==> config.mk <==
export PLATFORM = sky130hd
export DESIGN_NAME = ifid1
export DESIGN_NICKNAME = d
export VERILOG_FILES = /design/src/rtl/pipe_pkg.sv /design/src/rtl/ifid1_entry.sv /design/src/rtl/ifid1.sv
export SDC_FILE = /design/constraint.sdc
export NUM_CORES = 1
export LEC_CHECK = 0
export CORE_MARGIN = 8
export CORE_UTILIZATION = 34
export DETAILED_ROUTE_END_ITERATION = 7
export SLEW_MARGIN = 20
export SYNTH_ARGS = -nofsm -noshare
export SYNTH_HDL_FRONTEND = slang
export SYNTH_SLANG_ARGS = --single-unit
==> constraint.sdc <==
create_clock -name clkifid1 -period 3.92 [get_ports clkifid1]
set_clock_uncertainty 0.05 [all_clocks]
set_input_delay 0.392 -clock clkifid1 [delete_from_list [all_inputs] [get_ports clkifid1]]
set_output_delay 0.392 -clock clkifid1 [all_outputs]
set_load 0.1 [all_outputs]
==> src/rtl/pipe_pkg.sv <==
`default_nettype none
// +------------------------------------------------------------------+
// | pipe_pkg : shared pipeline-register types and constants           |
// | Rev 1.0                                                            |
// +------------------------------------------------------------------+
package pipe_pkg;

    localparam int unsigned C_WIDTH = 32;
    localparam logic [C_WIDTH-1:0] C_NOP = 32'h0000_0000;

    typedef struct packed {
        logic [C_WIDTH-1:0] pc;
        logic [C_WIDTH-1:0] pc4;
        logic [C_WIDTH-1:0] instr;
    } ifid_t;

endpackage
`default_nettype wire

==> src/rtl/ifid1_entry.sv <==
`default_nettype none
// +------------------------------------------------------------------+
// | ifid1_entry : one valid bit plus a {pc, pc4, instr} payload        |
// | Rev 1.0                                                            |
// +------------------------------------------------------------------+
module ifid1_entry
    import pipe_pkg::*;
#(
    parameter int DATA_W = 3 * C_WIDTH
) (
    input  logic              clk,
    input  logic              rst_n,
    input  logic              i_load,
    input  logic              i_clear,
    input  logic [DATA_W-1:0] i_data,
    output logic              o_valid,
    output logic [DATA_W-1:0] o_data
);

    logic              r_valid;
    logic [DATA_W-1:0] r_data;

    // Clear beats load; the payload is left stale on clear.
    always_ff @(posedge clk or negedge rst_n) begin
        if (!rst_n) begin
            r_valid <= 1'b0;
            r_data  <= '0;
        end else if (i_clear) begin
            r_valid <= 1'b0;
        end else if (i_load) begin
            r_valid <= 1'b1;
            r_data  <= i_data;
        end
    end

    assign o_valid = r_valid;
    assign o_data  = r_data;

endmodule
`default_nettype wire

==> src/rtl/ifid1.sv <==
`default_nettype none
// +------------------------------------------------------------------+
// | ifid1 : IF/ID stage with a 2-entry skid buffer and flush           |
// | Rev 1.0                                                            |
// +------------------------------------------------------------------+
module ifid1
    import pipe_pkg::*;
#(
    parameter int               WIDTH = C_WIDTH,
    parameter logic [WIDTH-1:0] NOP   = WIDTH'(C_NOP)
) (
    input  logic             clkifid1,
    input  logic             rstnifid1,
    input  logic             flush,
    input  logic             in_valid,
    output logic             in_ready,
    input  logic [WIDTH-1:0] pc_in,
    input  logic [WIDTH-1:0] pc4_in,
    input  logic [WIDTH-1:0] instr_in,
    output logic             out_valid,
    input  logic             out_ready,
    output logic [WIDTH-1:0] pc_out,
    output logic [WIDTH-1:0] pc4_out,
    output logic [WIDTH-1:0] instr_out,
    output logic [1:0]       count
);

    localparam int DATA_W = 3 * WIDTH;

    logic              w_main_valid;
    logic              w_skid_valid;
    logic [DATA_W-1:0] w_main_data;
    logic [DATA_W-1:0] w_skid_data;
    logic [DATA_W-1:0] w_in_data;
    logic [DATA_W-1:0] w_main_din;
    logic              w_accept;
    logic              w_drain;
    logic              w_main_load;
    logic              w_main_clear;
    logic              w_skid_load;
    logic              w_skid_clear;

    assign w_in_data = {pc_in, pc4_in, instr_in};
    assign w_accept  = in_valid & in_ready;
    assign w_drain   = w_main_valid & out_ready;

    // Main refills from skid when skid is occupied, else straight from fetch.
    assign w_main_din   = w_skid_valid ? w_skid_data : w_in_data;
    assign w_main_load  = ~flush & ((w_drain & w_skid_valid) |
                                    (w_accept & (~w_main_valid | w_drain)));
    assign w_main_clear = flush | (w_drain & ~w_skid_valid & ~w_accept);

    assign w_skid_load  = ~flush & w_accept & w_main_valid & ~w_drain;
    assign w_skid_clear = flush | (w_drain & w_skid_valid);

    ifid1_entry #(.DATA_W(DATA_W)) u_main (
        .clk     (clkifid1),
        .rst_n   (rstnifid1),
        .i_load  (w_main_load),
        .i_clear (w_main_clear),
        .i_data  (w_main_din),
        .o_valid (w_main_valid),
        .o_data  (w_main_data)
    );

    ifid1_entry #(.DATA_W(DATA_W)) u_skid (
        .clk     (clkifid1),
        .rst_n   (rstnifid1),
        .i_load  (w_skid_load),
        .i_clear (w_skid_clear),
        .i_data  (w_in_data),
        .o_valid (w_skid_valid),
        .o_data  (w_skid_data)
    );

    // Ready depends only on registered state so decode stalls never reach fetch.
    assign in_ready  = ~w_skid_valid;
    assign out_valid = w_main_valid;
    assign pc_out    = w_main_data[3*WIDTH-1:2*WIDTH];
    assign pc4_out   = w_main_data[2*WIDTH-1:WIDTH];
    assign instr_out = w_main_valid ? w_main_data[WIDTH-1:0] : NOP;
    assign count     = {1'b0, w_main_valid} + {1'b0, w_skid_valid};

endmodule
`default_nettype wire
==> reports/metrics.cfg <==
[die]
initial_core_util=0.345
num_rows=60
die_w_um=181
die_y_um=181
ios=201
coreArea_um2=26800
dieArea_um2=32700

[drt]
wl_um=20700
ant_nets=0
dr.pass1.iters=4
drc=0
vias=5197
wire_per_inst_um=18.7
vias_per_cell=4.69
drt_iter0_drc=244

[synth]
synth_seq_area_share=0.526
yosysUniqueCellTypes=21
synth.top_cell.area_share=0.526
synth_top_area_cell=dfrtp_1
syn-cell-area_um2=9240
yosys_warnings=0
synth_fp_nets=729
synth_cells=627
ys_ff_latch=194
synthTopCellsByArea=dfrtp_1 (53%), mux2_2 (26%), mux2_4 (6.5%)
avgSynthCellArea_um2=14.7

[sta]
hold_violations=0
fin_ws_ns=1.19
finalSetupViolations=0
relSlewSlack=0.330
period_minus_slack_ns=2.73
period_share=0.697
rsz0062_at_grt=no
finalSetupTns_ns=0
tightest_slew_ns=1.00
fmax_mhz=366
maxSlewViolCount=0

[clocking]
cts_buffer_depth=2
post_cts_buffers=0
clk_latency_ns=0.43
clockRootBuffer=clkbuf_16
clkSlewWorstSetupHoldPaths_ns=0.08
numCtsBuffers=17
h-tree-depth=4
post_cts_resized=0
cts.sinks=194
cts_hold_buf=0
cts_tree=yes

[cells_and_area]
final_area_um2=11600
fin_nets=856
nFillCells=2402
final_common_cell=mux2_2
final_cell_count_no_fill=1108
antenna_cells=0
drive_above_1_share=0.434
area_growth_pct=25.8
mostFrequentLayoutCells=mux2_2 (214), dfrtp_1 (193), clkdlybuf4s50_1 (164), buf_4 (41), mux2_4 (40)

[global_routing]
antenna_found_initial=2
busiest_layer=met2
gr-total-overflow=0
grt_pass1_vias=6196
use_met2=0.212
grt_max_degree=119
grt_use_met1=0.157
grt_use_total=0.130
grt_pass1_wl_um=34300
grt_use_met3=0.0499

[power_and_ir_drop]
leakage_nw=5.04
power_mw=7.69
p_per_area_nw_per_um2=662
ir_worst_vdd_uv=328

[place]
dp_slack_ns=1.18
dp_cells=1076
place.gp.congestion=0.727
io_buffers=200
hpwlAfterDp_um=14100
placed_cell_area_um2=11000

[min_path]
hp-class=in2async

[worst_setup_path]
cp-start-kind=flop
critPathArrivalTime_ns=2.29
critPathMaxFanout=22
critPathRequiredTime_ns=3.48
critPathCaptureType=output pin
worstSetupPathType=reg2out

[run]
max-cap-violations=0

[outcome]
status=complete, no violations

## area by class of cell
type / instances / area, um2 / share of cell area
inverter: 2 / 7.51 / 0.000646
timing repair buffer: 208 / 1990 / 0.172
clock inverter: 14 / 208 / 0.0179
clock buffer: 18 / 439 / 0.0378
tap: 341 / 427 / 0.0367
multi-input combinational: 331 / 3680 / 0.317
sequential: 194 / 4860 / 0.418
## worst paths after layout
check / start / endpoint / slack (ns) / cells after the start
setup reg to reg: u_skid.o_valid / u_skid.o_data[24] / 1.33 / 4
setup / recovery: u_skid.o_valid / in_ready / 1.19 / 2
hold / removal: rstnifid1 / u_main.o_data[12] / 0.05 / 1
hold reg to reg: u_main.o_data[75] / u_main.o_data[75] / 0.44 / 1
min in group clkifid1: u_main.o_data[75] / u_main.o_data[75] / 0.44 / 1
max in group asynchronous: rstnifid1 / u_main.o_data[38] / 2.68 / 2
## critical path: stages (launching register included)
cell and delay, ns:
dfrtp_4 0.62, inv_1 0.11, clkdlybuf4s50_1 1.14
## metrics by stage
stage	util	hold slack, ns
6_report	0.433	0.0507
5_1_grt	0.433	0.132
4_1_cts	0.433	0.0856
3_5_place_dp	0.409	0.424
3_3_place_gp	0.409	0.419
2_1_floorplan	-	0.0464
## cells in the mapped netlist, drive strengths merged
master / instances
mux2: 288
dfrtp: 194
clkbuf: 13
and2: 32
o21ai: 1
ha: 1
inv: 2
a21oi: 2
nor2: 1
or4b: 1
a211oi: 2
nand2: 1
or2: 1
buf: 87
nand2b: 1
## where the power goes
group          internal (mW)  switching, mW  leakage, nW
Sequential              2.54          0.288         2.34
Combinational          0.984           2.00         2.38
Clock                   1.01          0.867        0.316
## layer usage
layer	vias up	share of wire
li1	2380	-
met1	2674	0.44
met2	124	0.48
met3	15	0.073
met4	4	0.011
met5	-	0.0013
## registers in the layout (all words and copies together) (netlist names)
signal          cells
u_main.o_valid      1
u_skid.o_valid      1
u_main.o_data      96
u_skid.o_data      96
## cell families after synthesis
kind of cell             synth area share
multiplexers                        0.367
AO/OA/AOI/OAI                     0.00379
flip-flops                          0.526
buffers and inverters              0.0768
AND/OR/NAND/NOR                    0.0249
adder cells (fa/ha/maj)           0.00135
Note: power is estimated with default switching activity, not from simulation.
